--- src/rtl/alu_issue_stage.sv ---
`default_nettype none
// ============================================================================
//  Module   : alu_issue_stage
//  Brief    : Single-issue front end for a combinational 8-bit ALU. Accepts
//             one request at a time, registers the operation toward the ALU,
//             captures the result one cycle later, and writes it back to the
//             accumulator and flag register.
//  Revision : 1.0 - initial release
// ============================================================================
module alu_issue_stage #(
    parameter int OP_W = 5
) (
    input  logic            clk,
    input  logic            rst,

    input  logic            req_valid,
    output logic            req_ready,
    input  logic [OP_W-1:0] req_op,
    input  logic [7:0]      req_oper_a,
    input  logic [7:0]      req_oper_b,
    input  logic            req_use_acc,
    input  logic            req_acc_wr,
    input  logic            req_flag_wr,

    output logic [OP_W-1:0] alu_op,
    output logic [7:0]      alu_oper_a,
    output logic [7:0]      alu_oper_b,
    output logic            alu_flag_carry,
    output logic            alu_flag_zero,
    output logic            alu_flag_neg,
    output logic            alu_flag_aux_carry,
    input  logic [7:0]      alu_result,
    input  logic            alu_res_carry,
    input  logic            alu_res_zero,
    input  logic            alu_res_neg,
    input  logic            alu_res_aux_carry,

    output logic            rsp_valid,
    input  logic            rsp_ready,
    output logic [7:0]      rsp_result,
    output logic [3:0]      rsp_flags,

    output logic [7:0]      acc,
    output logic [3:0]      flags
);

    typedef enum logic [1:0] {
        IDLE = 2'd0,
        EXEC = 2'd1,
        RESP = 2'd2
    } state_t;

    state_t          r_state;
    state_t          w_next_state;

    logic [OP_W-1:0] r_alu_op;
    logic [7:0]      r_alu_oper_a;
    logic [7:0]      r_alu_oper_b;
    logic            r_acc_wr;
    logic            r_flag_wr;
    logic [7:0]      r_acc;
    logic [3:0]      r_flags;
    logic [7:0]      r_rsp_result;
    logic [3:0]      r_rsp_flags;

    logic            w_accept;
    logic [7:0]      w_oper_a;
    logic [3:0]      w_alu_flags;

    // Only one op is ever in flight, so the accumulator is always current here.
    assign w_accept    = req_valid && (r_state == IDLE);
    assign w_oper_a    = req_use_acc ? r_acc : req_oper_a;
    assign w_alu_flags = {alu_res_zero, alu_res_neg, alu_res_aux_carry, alu_res_carry};

    // State register.
    always_ff @(posedge clk) begin
        if (rst) begin
            r_state <= IDLE;
        end else begin
            r_state <= w_next_state;
        end
    end

    // Next-state logic: IDLE -> EXEC on accept, EXEC lasts one cycle, RESP until taken.
    always_comb begin
        w_next_state = r_state;
        case (r_state)
            IDLE:    if (req_valid) w_next_state = EXEC;
            EXEC:    w_next_state = RESP;
            RESP:    if (rsp_ready) w_next_state = IDLE;
            default: w_next_state = IDLE;
        endcase
    end

    // Datapath: latch the op on accept, capture and write back at the end of EXEC.
    always_ff @(posedge clk) begin
        if (rst) begin
            r_alu_op     <= '0;
            r_alu_oper_a <= 8'h00;
            r_alu_oper_b <= 8'h00;
            r_acc_wr     <= 1'b0;
            r_flag_wr    <= 1'b0;
            r_acc        <= 8'h00;
            r_flags      <= 4'h0;
            r_rsp_result <= 8'h00;
            r_rsp_flags  <= 4'h0;
        end else begin
            if (w_accept) begin
                r_alu_op     <= req_op;
                r_alu_oper_a <= w_oper_a;
                r_alu_oper_b <= req_oper_b;
                r_acc_wr     <= req_acc_wr;
                r_flag_wr    <= req_flag_wr;
            end
            if (r_state == EXEC) begin
                r_rsp_result <= alu_result;
                r_rsp_flags  <= w_alu_flags;
                if (r_acc_wr) begin
                    r_acc <= alu_result;
                end
                if (r_flag_wr) begin
                    r_flags <= w_alu_flags;
                end
            end
        end
    end

    assign req_ready          = (r_state == IDLE);
    assign rsp_valid          = (r_state == RESP);
    assign alu_op             = r_alu_op;
    assign alu_oper_a         = r_alu_oper_a;
    assign alu_oper_b         = r_alu_oper_b;
    assign alu_flag_zero      = r_flags[3];
    assign alu_flag_neg       = r_flags[2];
    assign alu_flag_aux_carry = r_flags[1];
    assign alu_flag_carry     = r_flags[0];
    assign rsp_result         = r_rsp_result;
    assign rsp_flags          = r_rsp_flags;
    assign acc                = r_acc;
    assign flags              = r_flags;

endmodule
`default_nettype wire

--- config.mk ---
export PLATFORM = sky130hd
export DESIGN_NAME = alu_issue_stage
export DESIGN_NICKNAME = d
export VERILOG_FILES = /design/src/rtl/alu_issue_stage.sv
export SDC_FILE = /design/constraint.sdc
export NUM_CORES = 1
export LEC_CHECK = 0
export ABC_AREA = 1
export BUFFER_PORTS_ARGS = -buffer_cell sky130_fd_sc_hd__buf_2
export CORE_UTILIZATION = 40
export CTS_BUF_LIST = sky130_fd_sc_hd__clkbuf_8 sky130_fd_sc_hd__clkbuf_16
export CTS_CLUSTER_DIAMETER = 100
export DETAILED_ROUTE_END_ITERATION = 8
export GPL_TIMING_DRIVEN = 0
export PLACE_DENSITY = 0.76
export SKIP_CTS_REPAIR_TIMING = 1
export SYNTH_ARGS = -nofsm -noshare
export SYNTH_HDL_FRONTEND = slang
export SYNTH_SLANG_ARGS = --single-unit
--- constraint.sdc ---
create_clock -name clk -period 3.09 [get_ports clk]
set_input_delay 0.309 -clock clk [delete_from_list [all_inputs] [get_ports clk]]
set_output_delay 0.309 -clock clk [all_outputs]
set_load 0.05 [all_outputs]
==> results by group, run 1 <==
Worst setup path
  – CP Launch Type: flop
  – Req. time, crit path: 2.78 ns
  – Worst Reg-to-Reg Cells: 6
  – R2r startpoint: r_state[0]
  – CP peak stage delay: 0.32 ns
  – CP endpoint kind: output port
  – Critical path's most frequent cell: buf_2
  – Crit Path Max Fanout: 10
  – Reg2Reg Setup Slack: 1.92 ns
  – Cell Chain, Critical Path: buf_6, nor2_8, buf_2, buf_2
  – CP Data Arrival Time: 1.46 ns
  – Worst setup path category: reg2out
  – R2r endpoint: alu_op[4]
  – CP max-delay cell: dfxtp_1

Synth
  – Synthesized area per cell: 6.73 µm²
  – Top post-synthesis cells by area: dfxtp_1, nor2_1, nand2_1, inv_1, o21ai_0
  – Post-synthesis register bit count: 49
  – Unique cell type count in the Yosys netlist: 18
  – Top cell type's share of synthesized area: 44.2%
  – Area leader, netlist: dfxtp_1
  – Number of synthesis warnings: 0
  – Post-synthesis sequential area ratio: 44.2%
  – Synth Instances: 330
  – Syn_nets: 370
  – Post-Synthesis Cell Area: 0.00222 mm²

Route
  – DR iter-0 viols: 110
  – Vias/cell: 4.46
  – # DRC: 0
  – Post-DRT Antenna Nets: 0
  – WL final: 5270 µm
  – Routed length per instance: 10.6 µm
  – Drt first pass iters: 4
  – Vias: 2215

Global routing
  – Gr ovfl total: 0
  – Largest net degree at the start of global routing: 15
  – Global-route wire length before repair: 8880 µm
  – Initial antenna violation count: 0
  – Tot GR Track Use: 18.8%
  – Vias in the first global route: 2027

Outcome
  – Status: finished, final reports clean

CTS
  – Root buf cell: clkbuf_8
  – Longest Clk Path Bufs: 2
  – Clock-pin transition on the worst setup and hold timing paths: 0.09 ns
  – CTS tree: yes
  – CTS sink count: 49
  – H-Tree Depth: 2
  – Skew-Pair Late Insertion Delay: 0.30 ns
  – CTS Buf Count: 5

STA
  – Final Slew Violations: 0
  – Total negative slack: 0 ns
  – RSZ-0062 raised after global routing: no
  – Worst Clk Skew: 0.00469 ns
  – Final hold vios: 0
  – Tcrit/Tclk final: 57.2%
  – Worst slew pin tran: 0.393 ns
  – Endpoints failing setup: 0
  – Max Fclk: 565 MHz
  – Worst relative slew slack: 73.8%
  – Period minus WS final: 1.77 ns

Placement
  – Dpl cells: 489
  – Number of I/O port buffers: 89
  – Final Wtd Congestion: 0.805
  – Dpl cell area: 0.00275 mm²
  – HPWL Detailed: 4030 µm

Layout
  – Non-filler instance count after layout: 497
  – Fill cell count: 535
  – Core Util, Final: 54.5%
  – Design Area, Final: 0.00285 mm²
  – Synth-to-layout area growth: 28.6%
  – ANT cells: 0
  – Commonest non-fill, non-tap cell in the layout: buf_2
  – Layout cell share with drive strength beyond 1: 30.4%
  – Most frequent cells in the layout: buf_2, nor2_1, nand2_1
  – Nets: 466

Pwr
  – Tot Pwr: 1520 µW
  – PD cells: 532 mW/mm²
  – Leak: 0.00162 µW
  – Max VDD drop: 0.292 mV

Hold path
  – Hold_sp: rst
  – Worst Hold End: r_state[0]
  – HP Class: in2reg
  – Hold-critical path depth: 2

Floorplanning
  – Number of cell rows: 26
  – Die ar.: 0.00585 mm²
  – Die Span X: 76.5 µm
  – # IOs: 91
  – Starting Density: 42.4%
  – Die height: 76.5 µm
  – Area of the core: 0.00524 mm²

Run
  – Max_cap viols: 0
[Yosys cell counts, drive strengths merged]
| master | number |
|---|---|
| nand2 | 66 |
| dfxtp | 49 |
| nand4 | 12 |
| a21oi | 1 |
| clkbuf | 3 |
| o21ai | 20 |
| nor2 | 85 |
| inv | 60 |
| buf | 17 |
| nand3 | 17 |
[final cells by class]
type / instances / area [µm²] / area share (%)
Clock inverter: 1 / 5.00 / 0.175
Clock buffer: 7 / 96.3 / 3.38
Inverter: 60 / 228 / 7.98
Buffer: 20 / 128 / 4.47
Tap cell: 70 / 87.6 / 3.07
Timing Repair Buffer: 89 / 445 / 15.6
Sequential cell: 49 / 981 / 34.4
Multi-Input combinational cell: 201 / 883 / 31.0
[state kept, by name, summed over array words and instances (netlist names)]
signal and flops:
acc 8, alu_oper_a 8, alu_oper_b 8, rsp_result 8
alu_op 5, flags 4, rsp_flags 4, r_state 2
r_acc_wr 1, r_flag_wr 1
[cells by family (layout without fill, tap and decap cells)]
logic type             count (synthesis)  after routing  synth area share, %
buffers and inverters                 80            177                 16.0
AO/OA/AOI/OAI                         21             21                 4.74
flip-flops                            49             49                 44.2
AND/OR/NAND/NOR                      180            180                 35.1
[worst max-delay path: cells and delay by family (launching register included)]
family / cells / cell delay [ns]
AND/OR/NAND/NOR: 1 / 0.16
buffers and inverters: 3 / 0.67
flip-flops: 1 / 0.32
[per-layer routing]
layer  wire length [µm]  vias to the layer above  GRT usage, %
li1                   -                     1172             -
met1               2470                      972          23.0
met2               2460                       62          32.4
met3                257                        9          3.11
met4                 81                        0          7.50
met5                  0                        -             0
[worst max path at each step]
stage	start	endpoint	slack (ns)	depth (start not counted)
floorplan	r_state[1]	rsp_valid	1.58	2
global placement	r_state[0]	req_ready	1.66	4
detailed placement	r_state[0]	req_ready	1.65	4
CTS	r_state[0]	req_ready	1.31	4
global route	r_state[0]	req_ready	1.25	4
finish	r_state[0]	req_ready	1.32	4
[stage by stage]
stage,setup WS (ns),hold slack [ns]
detailed placement,1.65,0.449
CTS,1.31,0.250
floorplan,1.58,0.378
global placement,1.66,0.443
global route,1.25,0.261
finish,1.32,0.257
[report_power, final]
part,switching [µW],internal [µW]
Combinational,291,112
Clock,212,203
Sequential,24.9,676
No activity file was read; power rests on OpenSTA's default activity.
==> inputs of run 2 (changes only) <==
--- a/config.mk
+++ b/config.mk
@@ -12,7 +12,7 @@
 export CTS_CLUSTER_DIAMETER = 100
 export DETAILED_ROUTE_END_ITERATION = 8
 export GPL_TIMING_DRIVEN = 0
-export PLACE_DENSITY = 0.76
+export PLACE_DENSITY = 0.79
 export SKIP_CTS_REPAIR_TIMING = 1
 export SYNTH_ARGS = -nofsm -noshare
 export SYNTH_HDL_FRONTEND = slang
==> constraint.sdc (replaced) <==
create_clock -name clk -period 1.6 [get_ports clk]
set_input_delay 0.16 -clock clk [delete_from_list [all_inputs] [get_ports clk]]
set_output_delay 0.16 -clock clk [all_outputs]
set_load 0.05 [all_outputs]
==> results by group, run 2 (same netlist as run 1, synthesis figures left out) <==
Floorplanning
  – Starting Density: 42.4%
  – Die Span X: 76.5 µm
  – Number of cell rows: 26
  – Area of the core: 0.00524 mm²
  – Die height: 76.5 µm
  – Die ar.: 0.00585 mm²
  – # IOs: 91

Global routing
  – Gr ovfl total: 0
  – Tot GR Track Use: 18.9%
  – Vias in the first global route: 2017
  – Largest net degree at the start of global routing: 15
  – Initial antenna violation count: 0
  – Global-route wire length before repair: 8910 µm

STA
  – Endpoints failing setup: 0
  – Final Slew Violations: 0
  – Worst Clk Skew: 0.00849 ns
  – Final hold vios: 0
  – Worst relative slew slack: 71.8%
  – Max Fclk: 688 MHz
  – Worst slew pin tran: 0.423 ns
  – Tcrit/Tclk final: 90.9%
  – Period minus WS final: 1.45 ns
  – Worst Slack Setup Final: 0.146 ns
  – RSZ-0062 raised after global routing: no

Route
  – # DRC: 0
  – Vias: 2211
  – Vias/cell: 4.46
  – Drt first pass iters: 4
  – DR iter-0 viols: 52
  – WL final: 5150 µm
  – Routed length per instance: 10.4 µm
  – Post-DRT Antenna Nets: 0

Layout
  – Non-filler instance count after layout: 496
  – Design Area, Final: 0.00283 mm²
  – ANT cells: 0
  – Nets: 465
  – Most frequent cells in the layout: buf_2, nor2_1, nand2_1
  – Commonest non-fill, non-tap cell in the layout: buf_2
  – Synth-to-layout area growth: 27.6%
  – Layout cell share with drive strength beyond 1: 30.0%

Worst setup path
  – CP endpoint kind: output port
  – R2r endpoint: alu_oper_b[1]
  – Crit Path Max Fanout: 17
  – Worst Reg-to-Reg Cells: 7
  – CP Data Arrival Time: 1.29 ns
  – Req. time, crit path: 1.44 ns
  – CP Launch Type: flop
  – Reg2Reg Setup Slack: 0.31 ns
  – R2r startpoint: r_state[0]
  – Worst setup path category: reg2out

CTS
  – Root buf cell: clkbuf_8
  – Clock-pin transition on the worst setup and hold timing paths: 0.08 ns
  – CTS sink count: 49
  – Skew-Pair Late Insertion Delay: 0.30 ns
  – Longest Clk Path Bufs: 2
  – CTS tree: yes
  – H-Tree Depth: 2
  – CTS Buf Count: 5

Placement
  – Place WS: 0.326 ns
  – Number of I/O port buffers: 89
  – Dpl cell area: 0.00275 mm²
  – Dpl cells: 489
  – HPWL Detailed: 3950 µm
  – Final Wtd Congestion: 0.826

Pwr
  – Max VDD drop: 0.505 mV
  – PD cells: 996 mW/mm²
  – Leak: 0.00161 µW
  – Tot Pwr: 2820 µW

Hold path
  – Worst Hold End: acc[7]
  – Hold-critical path depth: 2
  – Hold_sp: rst
  – HP Class: in2reg

Run
  – Max_cap viols: 0

Outcome
  – Status: finished, final reports clean
-- run 2: changes by cell type in the layout (fill, tap and decap cells not counted), sizes merged --
| cell | before | now |
|---|---|---|
| clkinv | 1 | 2 |
| buf | 106 | 104 |
| inv | 60 | 61 |
| clkbuf | 10 | 9 |
-- run 2: final cells by class --
cell class,count,area [µm²]
tap,70,87.6
clock buffer,5,68.8
fill,552,2400
buffer,19,123
timing repair buffer,89,448
sequential,49,981
inverter,60,228
multi-input combinational,201,883
clock inverter,3,13.8
-- run 2: report_power, final --
group	internal, µW	switching (µW)
combinational	215	561
clock	297	392
sequential	1310	50.0
-- run 2: through the flow --
step / utilization, % / hold WS, ns / setup TNS (ns)
4_1_cts: 54.1 / 0.0841 / -0.0116
3_5_place_dp: 52.6 / 0.407 / 0
6_report: 54.1 / 0.0888 / 0
3_3_place_gp: 52.6 / 0.410 / 0
2_1_floorplan: - / 0.229 / 0
5_1_grt: 54.1 / 0.102 / 0
-- run 2: critical path: stages, from the launching register on --
cell and delay (ns):
dfxtp_1 0.31, buf_6 0.14, nor2_8 0.25, clkbuf_4 0.29
-- run 2: routing by layer --
layer / track usage (%) / up-vias / wire [µm]
li1: - / 1169 / -
met3: 4.67 / 8 / 343
met5: 0 / - / 0
met4: 7.50 / 0 / 82
met1: 22.2 / 969 / 2350
met2: 32.8 / 65 / 2370
-- run 2: worst max path at each step --
| stage | start | to | slack [ns] | cells after the start |
|---|---|---|---|---|
| floorplan | r_state[1] | r_state[1] | 0.09 | 4 |
| global placement | r_state[0] | req_ready | 0.33 | 4 |
| detailed placement | r_state[0] | req_ready | 0.33 | 4 |
| CTS | r_state[0] | req_ready | -0.01 | 4 |
| global route | r_state[1] | rsp_valid | 0.07 | 3 |
| finish | r_state[0] | req_ready | 0.15 | 3 |
